[src/rtl/i2c_reg_bank_if.sv]
// Byte-level handshake between an I2C slave PHY and the register bank.
// The PHY side is the master modport; the register bank is the slave.
interface i2c_reg_bank_if;
    logic [7:0] i2c_addr_rw;
    logic       i2c_addr_rw_valid_stb;
    logic [7:0] i2c_data_rx;
    logic       i2c_data_rx_valid_stb;
    logic [7:0] i2c_data_tx;
    logic       i2c_data_tx_done_stb;
    logic       i2c_error_stb;

    modport master (
        output i2c_addr_rw, i2c_addr_rw_valid_stb,
        output i2c_data_rx, i2c_data_rx_valid_stb,
        output i2c_data_tx_done_stb, i2c_error_stb,
        input  i2c_data_tx
    );

    modport slave (
        input  i2c_addr_rw, i2c_addr_rw_valid_stb,
        input  i2c_data_rx, i2c_data_rx_valid_stb,
        input  i2c_data_tx_done_stb, i2c_error_stb,
        output i2c_data_tx
    );
endinterface

[src/rtl/i2c_reg_bank.sv]
// I2C-addressable bank of 8-bit registers with an auto-advancing pointer.
// Writable slots are stored here; read-only slots return status_in.
//
//   state   | meaning
//   --------+-----------------------------------------------------------
//   IDLE    | no transaction, data strobes ignored
//   GET_PTR | write transaction, next rx byte loads the pointer
//   WRITE   | rx bytes go to register[pointer], pointer advances
//   READ    | tx_done advances the pointer, i2c_data_tx follows it
module i2c_reg_bank #(
    parameter int                    NUM_REGS   = 8,
    parameter logic [NUM_REGS-1:0]   WR_MASK    = '1,
    parameter logic [NUM_REGS*8-1:0] RESET_VALS = '0
) (
    input  logic                    clk,
    input  logic                    rst_n,
    i2c_reg_bank_if.slave           bus,
    input  logic [NUM_REGS*8-1:0]   status_in,
    output logic [NUM_REGS*8-1:0]   regs_out,
    output logic [NUM_REGS-1:0]     reg_wr_stb,
    output logic [7:0]              ptr_out
);

    typedef enum logic [1:0] {IDLE, GET_PTR, WRITE, READ} state_e;

    state_e               state_q, state_d;
    logic [7:0]           ptr_q, ptr_d, ptr_adv;
    logic [7:0]           tx_q, tx_d;
    logic [NUM_REGS-1:0]  stb_q, stb_d;
    logic [7:0]           reg_q [NUM_REGS];
    logic [7:0]           reg_d [NUM_REGS];
    logic [6:0]           unused_addr;

    // Only the R/W bit matters; the PHY has already matched the address.
    assign unused_addr = bus.i2c_addr_rw[7:1];

    always_comb begin
        if (ptr_q == 8'(NUM_REGS - 1))
            ptr_adv = 8'h00;
        else if (ptr_q < 8'(NUM_REGS - 1))
            ptr_adv = ptr_q + 8'h01;
        else
            ptr_adv = ptr_q;
    end

    always_comb begin
        state_d = state_q;
        ptr_d   = ptr_q;
        stb_d   = '0;
        reg_d   = reg_q;
        if (bus.i2c_error_stb) begin
            state_d = IDLE;
        end else if (bus.i2c_addr_rw_valid_stb) begin
            state_d = bus.i2c_addr_rw[0] ? READ : GET_PTR;
        end else begin
            case (state_q)
                GET_PTR: if (bus.i2c_data_rx_valid_stb) begin
                    ptr_d   = bus.i2c_data_rx;
                    state_d = WRITE;
                end
                WRITE: if (bus.i2c_data_rx_valid_stb) begin
                    for (int k = 0; k < NUM_REGS; k++) begin
                        if (ptr_q == 8'(k) && WR_MASK[k]) begin
                            reg_d[k] = bus.i2c_data_rx;
                            stb_d[k] = 1'b1;
                        end
                    end
                    ptr_d = ptr_adv;
                end
                READ: if (bus.i2c_data_tx_done_stb) begin
                    ptr_d = ptr_adv;
                end
                default: ;
            endcase
        end
    end

    // Read data follows the registered pointer, so it settles one cycle after it moves.
    always_comb begin
        tx_d = 8'hFF;
        for (int k = 0; k < NUM_REGS; k++) begin
            if (ptr_q == 8'(k))
                tx_d = WR_MASK[k] ? reg_q[k] : status_in[k*8 +: 8];
        end
    end

    always_ff @(posedge clk or negedge rst_n) begin
        if (!rst_n) begin
            state_q <= IDLE;
            ptr_q   <= 8'h00;
            tx_q    <= 8'h00;
            stb_q   <= '0;
            for (int k = 0; k < NUM_REGS; k++)
                reg_q[k] <= RESET_VALS[k*8 +: 8];
        end else begin
            state_q <= state_d;
            ptr_q   <= ptr_d;
            tx_q    <= tx_d;
            stb_q   <= stb_d;
            reg_q   <= reg_d;
        end
    end

    always_comb begin
        regs_out = '0;
        for (int k = 0; k < NUM_REGS; k++)
            regs_out[k*8 +: 8] = WR_MASK[k] ? reg_q[k] : RESET_VALS[k*8 +: 8];
    end

    assign reg_wr_stb      = stb_q;
    assign ptr_out         = ptr_q;
    assign bus.i2c_data_tx = tx_q;

endmodule

[src/flat_wrapper.sv]
// flat-port wrapper written by rule: the top's interface ports become plain ports
module i2c_reg_bank_flat 
#(
    parameter int                    NUM_REGS   = 8,
    parameter logic [NUM_REGS-1:0]   WR_MASK    = '1,
    parameter logic [NUM_REGS*8-1:0] RESET_VALS = '0
)
  (clk, rst_n, status_in, regs_out, reg_wr_stb, ptr_out, bus_i2c_addr_rw, bus_i2c_addr_rw_valid_stb, bus_i2c_data_rx, bus_i2c_data_rx_valid_stb, bus_i2c_data_tx_done_stb, bus_i2c_error_stb, bus_i2c_data_tx);
  i2c_reg_bank_if bus_i ();
  input  logic clk;
  input  logic rst_n;
  input  logic [NUM_REGS*8-1:0] status_in;
  output logic [NUM_REGS*8-1:0] regs_out;
  output logic [NUM_REGS-1:0] reg_wr_stb;
  output logic [7:0] ptr_out;
  input wire logic [$bits(bus_i.i2c_addr_rw)-1:0] bus_i2c_addr_rw;
  input wire logic [$bits(bus_i.i2c_addr_rw_valid_stb)-1:0] bus_i2c_addr_rw_valid_stb;
  input wire logic [$bits(bus_i.i2c_data_rx)-1:0] bus_i2c_data_rx;
  input wire logic [$bits(bus_i.i2c_data_rx_valid_stb)-1:0] bus_i2c_data_rx_valid_stb;
  input wire logic [$bits(bus_i.i2c_data_tx_done_stb)-1:0] bus_i2c_data_tx_done_stb;
  input wire logic [$bits(bus_i.i2c_error_stb)-1:0] bus_i2c_error_stb;
  output wire logic [$bits(bus_i.i2c_data_tx)-1:0] bus_i2c_data_tx;
  assign bus_i.i2c_addr_rw = bus_i2c_addr_rw;
  assign bus_i.i2c_addr_rw_valid_stb = bus_i2c_addr_rw_valid_stb;
  assign bus_i.i2c_data_rx = bus_i2c_data_rx;
  assign bus_i.i2c_data_rx_valid_stb = bus_i2c_data_rx_valid_stb;
  assign bus_i.i2c_data_tx_done_stb = bus_i2c_data_tx_done_stb;
  assign bus_i.i2c_error_stb = bus_i2c_error_stb;
  assign bus_i2c_data_tx = bus_i.i2c_data_tx;
  i2c_reg_bank #(.NUM_REGS(NUM_REGS), .WR_MASK(WR_MASK), .RESET_VALS(RESET_VALS)) u_core (.clk(clk), .rst_n(rst_n), .bus(bus_i), .status_in(status_in), .regs_out(regs_out), .reg_wr_stb(reg_wr_stb), .ptr_out(ptr_out));
endmodule
[config.mk]
export PLATFORM = sky130hd
export DESIGN_NAME = i2c_reg_bank_flat
export DESIGN_NICKNAME = d
export VERILOG_FILES = /design/src/rtl/i2c_reg_bank_if.sv /design/src/rtl/i2c_reg_bank.sv /design/src/flat_wrapper.sv
export SDC_FILE = /design/constraint.sdc
export NUM_CORES = 1
export LEC_CHECK = 0
export ABC_AREA = 0
export BUFFER_PORTS_ARGS = -buffer_cell sky130_fd_sc_hd__buf_2
export CELL_PAD_IN_SITES_DETAIL_PLACEMENT = 0
export CELL_PAD_IN_SITES_GLOBAL_PLACEMENT = 2
export CORE_ASPECT_RATIO = 1.5
export CORE_MARGIN = 1.5
export CORE_UTILIZATION = 32
export CTS_CLUSTER_DIAMETER = 40
export DETAILED_ROUTE_END_ITERATION = 12
export PLACE_DENSITY_LB_ADDON = 0.1
export SYNTH_ARGS = -nofsm -noshare
export SYNTH_HDL_FRONTEND = slang
export SYNTH_SLANG_ARGS = --single-unit
[constraint.sdc]
create_clock -name clk -period 5.8 [get_ports clk]
set_input_delay 1.45 -clock clk [delete_from_list [all_inputs] [get_ports clk]]
set_output_delay 1.45 -clock clk [all_outputs]
set_load 0.01 [all_outputs]
==> impl_metrics.yaml <==
synth:
  synth.distinct_cells: 45
  synth_top_area_cell: "dfrtp_1"
  synth_cells: 338
  synth_ff_type: "dfrtp_1"
  ys_ff_latch: 90
  synth_edf_count: 0
  synth.area.top_cells: "dfrtp_1 (54%), mux2_2 (18%), a21oi_1 (1.8%)"
  synth.cell_area_sq_um: 4200
  async_flop_share_pct: 100
  synth.top_cell.area_share_pct: 53.6
  syn_nets: 428
  seq_area_frac_synth_pct: 53.6
  avgSynthCellArea_sq_um: 12.4
  ys_warn_count: 0
grt:
  grt_use_total_pct: 19.8
  overflow: 0
  grt_pass1_wl_microns: 19600
  grt_max_degree: 49
  antenna_found_initial: 0
  grt_pass1_vias: 3234
route:
  drt-total-wl_microns: 12700
  firstDrtPassIters: 4
  drc: 0
  dr_total_vias: 3151
  via_per_inst: 5.27
  drt_iter0_drc: 110
  ant_nets: 0
  wl_per_cell_microns: 21.3
sta:
  min_period_ns: 3.17
  slew_violations: 0
  whs_ns: 0.525
  rsz0062_at_grt: "no"
  worst_pin_slew_ns: 1.02
  tns_ns: 0
  min_period_over_period_pct: 54.7
  slew_headroom_pct: 32.0
  fmax_ghz: 0.315
  final-hold-violation-count: 0
  final.setup_skew_ns: 0.00498
  finalSetupViolCount: 0
  setup_ws_ns: 2.63
setup_path:
  crit_fanout: 9
  end_kind: "flip-flop"
  crit_type: "input pin to flip-flop"
  max_stage_delay_ns: 0.66
  cpLargestDelayFamily: "simple AND/OR/NAND/NOR gates"
  cp.arrival_ns: 3.39
  cp-start-kind: "input pin"
  path_buf_inv: 1
  worst_path_max_delay_cell: "and3_1"
  crit_chain: "buf_2, nor4b_2, and4b_1, and3_1, mux2_2"
  ff2ff_setup_slack_ns: 3.05
  cp.required_ns: 6.02
pwr:
  p_total_uw: 1950
  irDropWorstVdd_mv: 0.162
  p_per_area_nw_per_um2: 380
  p_leak_uw: 0.00261
cts:
  cts_resized: 0
  postCtsSetupRepairBufs: 0
  clk_pin_slew_ns: 0.06
  clock-sinks: 90
  cts-root-buf: "clkbuf_16"
  clkLatencyLatePin_ns: 0.33
  clock_path_buffers: 2
  numCtsBuffers: 9
  ctsHoldBuffers: 0
  tritoncts: "yes"
  htreeDepth: 3
floorplanning:
  io_pins: 174
  die_w_microns: 96.5
  rows: 51
  dieArea_sq_um: 13800
  coreArea_sq_um: 12900
  initial_core_util_pct: 32.6
  die_y_microns: 143
cells_and_area:
  syn2layout_area_growth_pct: 22.4
  drive_gt1_share_pct: 46.2
  most-common-layout-cells: "buf_2 (101), dfrtp_1 (90), mux2_2 (68), nand2_1 (17), a21oi_1 (15)"
  diodes: 0
  final_common_cell: "buf_2"
  layout.nets: 525
  final_util_pct: 39.9
placed_design:
  routabilityCongestion: 0.780
  dp_worst_setup_slack_ns: 2.27
  place.port_buffers: 102
  place_hpwl_microns: 8230
status:
  status: "finished clean"
min_path:
  worstHoldPathType: "flip-flop to flip-flop"
flow_run:
  cap_violations: 0
==> logic make-up after synthesis <==
logic type	Yosys count	share of synthesized area [%]
simple gates	89	13.2
mux	73	19.8
buf+inv	30	3.40
flops	90	53.6
compound gates	52	8.76
fa+ha+maj	4	1.19
==> power breakdown <==
part | internal, uW | switching [uW] | leakage, uW | total [uW]
logic | 226 | 367 | 0.00126 | 594
registers | 695 | 56.7 | 0.00120 | 752
clock network | 375 | 233 | 0.000147 | 608
==> routing by layer <==
layer | global-route usage, % | part of all wire [%]
met3 | 4.02 | 3.0
met5 | 0 | 0
met4 | 4.81 | 0.89
met2 | 33.5 | 53
met1 | 25.5 | 43
==> state kept, by name, summed over array words and instances, names as in the netlist <==
name                    flops
u_core.bus.i2c_data_tx      8
u_core.ptr_out              8
u_core.reg_wr_stb           8
u_core.regs_out            64
u_core.state_q              2
==> Yosys cell counts, types with 5 or more instances <==
cell	number
clkbuf_1	13
a21oi_1	15
nor3_1	5
o311ai_0	7
a211oi_1	5
nand3_1	8
nor2b_1	12
inv_1	9
mux2_2	68
nand3b_1	6
nor2_1	6
nand2_1	17
and3_1	5
a31oi_1	5
dfrtp_1	90
nor3b_1	8
==> final timing paths <==
path,depth (start not counted),endpoint,start
max reg2reg,6,u_core.regs_out[58],u_core.ptr_out[1]
min,1,u_core.regs_out[59],u_core.regs_out[59]
max,5,u_core.regs_out[8],bus_i2c_addr_rw_valid_stb
min in group asynchronous,1,u_core.reg_wr_stb[6],rst_n
max in group asynchronous,2,u_core.bus.i2c_data_tx[3],rst_n
min reg2reg,1,u_core.regs_out[59],u_core.regs_out[59]
==> metrics by stage <==
step           cell area, sq um  instances
4_1_cts                    5140        598
2_1_floorplan              4200        338
5_1_grt                    5140        598
3_5_place_dp               4840        583
3_3_place_gp               4840        583
6_report                   5140        598
==> final cells by class <==
class | instances | area (sq um)
inverter | 9 | 33.8
multi-input combinational | 218 | 1800
clock inverter | 3 | 65.1
timing repair buffer | 107 | 551
tap | 159 | 199
fill | 1330 | 7750
sequential | 90 | 2250
clock buffer | 12 | 236
Power figures use the tool's default switching activity.
